`config.mk`:
```
export PLATFORM = sky130hd
export DESIGN_NAME = cdb_arbiter
export DESIGN_NICKNAME = d
export VERILOG_FILES = /design/src/rtl/cdb_arbiter_pkg.sv /design/src/rtl/cdb_rr_picker.sv /design/src/rtl/cdb_arbiter.sv
export SDC_FILE = /design/constraint.sdc
export NUM_CORES = 1
export LEC_CHECK = 0
export CAP_MARGIN = 10
export CORE_AREA = 5 5 128 130
export DETAILED_ROUTE_END_ITERATION = 8
export DIE_AREA = 0 0 133 135
export PLACE_DENSITY = 0.86
export SLEW_MARGIN = 25
export SYNTH_ARGS = -nofsm -noshare
export SYNTH_HDL_FRONTEND = slang
export SYNTH_SLANG_ARGS = --single-unit
```
`constraint.sdc`:
```
create_clock -name clock -period 13 [get_ports clock]
set_clock_uncertainty 0.1 [all_clocks]
set_input_delay 1.3 -clock clock [delete_from_list [all_inputs] [get_ports clock]]
set_output_delay 1.3 -clock clock [all_outputs]
set_load 0.02 [all_outputs]
```
`src/rtl/cdb_arbiter_pkg.sv`:
```
// cdb_arbiter_pkg
//   Shared types and sizing for the common-data-bus arbiter.
//   - CDB_REG_PACKET: one broadcast slot (result, destination physical
//     register, valid).
//   - ptr_width(): width of a round-robin index over n units. It never
//     returns less than 1, so a single-FU build still gets a legal vector.
package cdb_arbiter_pkg;

  localparam int XLEN       = 32;
  localparam int PHYS_REG_W = 6;

  typedef struct packed {
    logic [XLEN-1:0]       result;
    logic [PHYS_REG_W-1:0] completing_reg;
    logic                  valid;
  } CDB_REG_PACKET;

  function automatic int ptr_width(input int n);
    return (n > 1) ? $clog2(n) : 1;
  endfunction

endpackage

```
`src/rtl/cdb_rr_picker.sv`:
```
// cdb_rr_picker
//   Purely combinational round-robin selector. It scans the request vector
//   circularly, starting at ptr, and grants the first NUM_CDB requesters.
//   The k-th grant in scan order is assigned to slot k.
//   Ports:
//     req        in  NUM_FU       request vector, bit i = FU i
//     ptr        in  PTR_W        highest-priority FU index this cycle
//     grant      out NUM_FU       one-hot-per-FU grant vector
//     slot_idx   out PTR_W x CDB  FU index feeding each slot
//     slot_valid out NUM_CDB      slot carries a granted FU
//     last_idx   out PTR_W        last FU granted in scan order
//                                 (meaningful only when grant != 0)
module cdb_rr_picker #(
  parameter int NUM_FU  = 4,
  parameter int NUM_CDB = 2,
  parameter int PTR_W   = 2
) (
  input  logic [NUM_FU-1:0]  req,
  input  logic [PTR_W-1:0]   ptr,
  output logic [NUM_FU-1:0]  grant,
  output logic [PTR_W-1:0]   slot_idx [NUM_CDB],
  output logic [NUM_CDB-1:0] slot_valid,
  output logic [PTR_W-1:0]   last_idx
);

  always_comb begin
    int cnt;
    int pos;
    cnt        = 0;
    pos        = 0;
    grant      = '0;
    slot_valid = '0;
    last_idx   = '0;
    for (int k = 0; k < NUM_CDB; k++) begin
      slot_idx[k] = '0;
    end

    // Position j of the scan is FU (ptr + j) mod NUM_FU. The inner loop
    // over FUs turns the variable index into constant-index selects. At
    // most one FU matches each position.
    for (int j = 0; j < NUM_FU; j++) begin
      pos = int'(ptr) + j;
      if (pos >= NUM_FU) begin
        pos = pos - NUM_FU;
      end
      for (int i = 0; i < NUM_FU; i++) begin
        if ((i == pos) && req[i] && (cnt < NUM_CDB)) begin
          grant[i] = 1'b1;
          last_idx = PTR_W'(i);
          for (int k = 0; k < NUM_CDB; k++) begin
            if (k == cnt) begin
              slot_idx[k]   = PTR_W'(i);
              slot_valid[k] = 1'b1;
            end
          end
          cnt = cnt + 1;
        end
      end
    end
  end

endmodule

```
`src/rtl/cdb_arbiter.sv`:
```
// cdb_arbiter
//   Shares NUM_CDB broadcast slots among NUM_FU execute-stage units.
//   The grant is combinational and drives each FU's cdb_en, so a granted
//   unit's last stage advances on the same edge that latches its packet
//   into the broadcast registers. The packet appears on cdb_out one cycle
//   later.
//   Ports:
//     clock       in  1                 rising-edge clock
//     reset       in  1                 synchronous, active-high
//     fu_req      in  NUM_FU            FU i holds a completed result
//     fu_packets  in  CDB_REG_PACKET[]  per-FU result packets
//     fu_grant    out NUM_FU            combinational grant (cdb_en)
//     cdb_out     out CDB_REG_PACKET[]  registered broadcast slots
//     cdb_busy    out 1                 last cycle had more requests than slots
module cdb_arbiter
  import cdb_arbiter_pkg::*;
#(
  parameter int NUM_FU  = 4,
  parameter int NUM_CDB = 2
) (
  input  logic                clock,
  input  logic                reset,
  input  logic [NUM_FU-1:0]   fu_req,
  input  CDB_REG_PACKET       fu_packets [NUM_FU],
  output logic [NUM_FU-1:0]   fu_grant,
  output CDB_REG_PACKET       cdb_out [NUM_CDB],
  output logic                cdb_busy
);

  localparam int PTR_W = ptr_width(NUM_FU);

  logic [PTR_W-1:0]   rr_ptr;
  logic [PTR_W-1:0]   rr_ptr_next;
  logic [NUM_FU-1:0]  pick_grant;
  logic [PTR_W-1:0]   slot_idx [NUM_CDB];
  logic [NUM_CDB-1:0] slot_valid;
  logic [PTR_W-1:0]   last_idx;
  CDB_REG_PACKET      slot_pkt [NUM_CDB];

  cdb_rr_picker #(
    .NUM_FU  (NUM_FU),
    .NUM_CDB (NUM_CDB),
    .PTR_W   (PTR_W)
  ) u_picker (
    .req        (fu_req),
    .ptr        (rr_ptr),
    .grant      (pick_grant),
    .slot_idx   (slot_idx),
    .slot_valid (slot_valid),
    .last_idx   (last_idx)
  );

  // While reset is high the FUs are being cleared. A grant would let a
  // last stage advance a packet that the output registers then discard.
  assign fu_grant = reset ? '0 : pick_grant;

  // Per-slot packet mux. The packet's own valid bit is carried through
  // unchanged, even if an FU requests with an invalid packet.
  for (genvar gi = 0; gi < NUM_CDB; gi++) begin : g_slot_mux
    assign slot_pkt[gi] = fu_packets[slot_idx[gi]];
  end

  // The pointer moves just past the last granted FU, so the units that
  // missed out this cycle lead the scan next cycle.
  always_comb begin
    rr_ptr_next = rr_ptr;
    if (|pick_grant) begin
      rr_ptr_next = (last_idx == PTR_W'(NUM_FU - 1)) ? '0 : last_idx + 1'b1;
    end
  end

  always_ff @(posedge clock) begin
    if (reset) begin
      rr_ptr   <= '0;
      cdb_busy <= 1'b0;
      for (int k = 0; k < NUM_CDB; k++) begin
        cdb_out[k] <= '0;
      end
    end else begin
      rr_ptr   <= rr_ptr_next;
      cdb_busy <= ($countones(fu_req) > NUM_CDB);
      for (int k = 0; k < NUM_CDB; k++) begin
        // Unused slots are cleared rather than holding stale data.
        cdb_out[k] <= slot_valid[k] ? slot_pkt[k] : '0;
      end
    end
  end

endmodule

```
==> flow_summary.toml <==
[outcome]
outcome = "finished, final reports clean"

[critical_path]
critPathLaunchType = "primary input"
critPathBufInv = 5
critPathMostFrequentCell = "ha_1"
cp-end-kind = "flip-flop"
required_ns = 13.17
worstPathArrival_ns = 12.41
critPathKind = "in -> reg"
slowest_delay_ns = 0.50
cpLargestDelayFamily = "adder cells"
crit_fanout = 14
critPathSlowestCell = "or4_1"

[clocking]
numCtsBuffers = 9
htree_levels = 3
clockBufferDepth = 2
clk_pin_slew_ns = 0.06
cts_sinks = 81
cts_tree = "built"
clkLatencyLatePin_ns = 0.33
cts_root_buffer = "clkbuf_16"

[routing]
ant_nets = 0
vias_per_cell = 5.822
drc = 0
first_iter_violations = 493
num_vias = 6486
dr.pass1.iters = 5
finalWirelength_mm = 23.18
avgRoutedWirePerCell_um = 20.81

[grt]
grt_pass1_wl_mm = 34.71
overflow = 0
grt_max_degree = 31
grt_pass1_vias = 6342
gr-usage-all-layers_pct = 24.10
grt_antenna_before_repair = 1

[yosys]
synth_area_per_cell_sq_um = 8.753
syn-instance-count = 661
netlist.area_leader.share_pct = 28.03
synth_most_common_cell = "dfxtp_1"
synthTopCellsByCount = "dfxtp_1, a22oi_1, mux2i_1"
seq_area_frac_synth_pct = 28.03
synth_top_area_cell = "dfxtp_1"
ys_types = 73
mappedNetlistArea_sq_um = 5786
synthTopCellsByArea = "dfxtp_1, mux2i_1, a22oi_1, ha_1, o22ai_1"
synth_ff_type = "dfxtp_1"
synth-edff-count = 0
yosysWarnings = 0
ys_seq_elements = 81
syn-num-nets = 865
async_flop_share_pct = 0

[timing]
finalSetupViolations = 0
fin_crit_sh_pct = 94.14
min_period_ns = 12.24
finalSetupTns_ns = 0
rsz0062_at_grt = "no"
worst_pin_slew_ns = 0.9710
finalHoldViolCount = 0
drv_slew = 0
fmax_mhz = 81.71
slew_headroom_pct = 35.02
hold_ws_ns = 0.6371

[layout]
n_antenna_cell = 0
finalCoreUtilization_pct = 60.09
final_nets = 1125
area_growth_pct = 56.14
drive_gt1_share_pct = 9.827

[die]
die_y_um = 135
io_pins = 245
initial_core_util_pct = 38.49
dieArea_sq_um = 17960
fp-row-count = 45
core_sq_um = 15030
die_w_um = 133

[placed_design]
globalplace.congestion = 1.001
dpl.hpwl_mm = 18.22
port_buffers = 244

[power]
irDropWorstVdd_mv = 0.2133
finalPower_mw = 2.939
power_leakage_nw = 4.063
p_per_area_nw_per_um2 = 325.3

[hold_path]
holdCritPathClass = "reg -> reg"

[job]
maxCapViolations = 0
flip-flops by register name (all words and copies together) (netlist names):
register	flops
cdb_out	78
rr_ptr	2
cdb_busy	1
report_power, final:
group          total, mW  switching, mW  internal [mW]
clock network      0.241          0.109          0.132
registers          0.359         0.0218          0.337
logic               2.34           1.28           1.06
routing by layer:
layer	share of wire, %	GRT usage (%)	vias up
li1	-	-	3000
met1	37	27.57	3069
met2	51	43.79	355
met3	8.2	5.477	60
met4	3.3	8.891	2
met5	0.082	0	-
layout make-up:
class / instances / area, sq um
Inverter: 36 / 135.1
Multi-Input combinational cell: 500 / 3880
Clock inverter: 7 / 52.55
Sequential cell: 81 / 1622
Timing Repair Buffer: 293 / 2884
Tap cell: 188 / 235.2
Fill cell: 1265 / 6000
Clock buffer: 9 / 225.2
metrics by stage:
step	worst slack (ns)	instance area, sq um	instances
global route	0.05223	9034	1114
detailed placement	0.1413	8672	1093
floorplan	0.7146	5786	661
CTS	0.4762	8950	1109
finish	0.7623	9034	1114
global placement	0.3978	8672	1093
cells in the final DEF (no fill, tap or decap), types with 4 or more instances in the layout:
cell	Yosys	final
inv_1	34	34
nand4_1	4	4
dfxtp_1	81	81
clkbuf_16	0	9
buf_12	2	5
o21ai_0	9	8
o22ai_1	43	43
and3_1	6	6
a22oi_1	78	78
and2_1	9	9
xnor2_1	9	9
nor2_1	32	32
nor4_1	8	8
a211oi_1	4	4
nand3_1	13	13
buf_4	6	41
a21oi_1	10	8
nor3_1	9	9
ha_1	41	41
nand2_1	65	65
nand2b_1	4	4
clkdlybuf4s50_1	0	244
a21o_1	5	5
mux2i_1	78	78
nor2b_1	4	4
cells by family after synthesis:
kind of cell | after synthesis | synth area share, %
adder cells (fa/ha/maj) | 42 | 9.213
XOR/XNOR | 14 | 2.639
AND/OR/NAND/NOR | 181 | 16.54
buffers and inverters | 80 | 6.639
multiplexers | 79 | 13.88
flip-flops | 81 | 28.03
AO/OA/AOI/OAI | 184 | 23.05
path summary, 6_finish.rpt:
| kind | slack [ns] | startpoint | cells after the start | end |
|---|---|---|---|---|
| setup / recovery | 0.76 | fu_req[0] | 51 | cdb_out[6] |
| setup reg to reg | 1.53 | rr_ptr[0] | 50 | cdb_out[6] |
| hold reg to reg | 0.64 | rr_ptr[1] | 3 | rr_ptr[1] |
| hold / removal | 0.64 | rr_ptr[1] | 3 | rr_ptr[1] |
worst register-to-register path, delay by kind of cell, from the launching register on:
| kind | cells | cell delay, ns |
|---|---|---|
| flops | 1 | 0.44 |
| compound gates | 11 | 2.44 |
| mux | 1 | 0.21 |
| buf+inv | 3 | 0.43 |
| fa+ha+maj | 13 | 3.84 |
| simple gates | 22 | 3.97 |
what timing repair did:
action	in CTS	in global routing
hold buffers	0	0
gates resized for setup	0	11
setup buffers	0	5
endpoints found under the setup margin	0	53
Power figures use the tool's default switching activity.
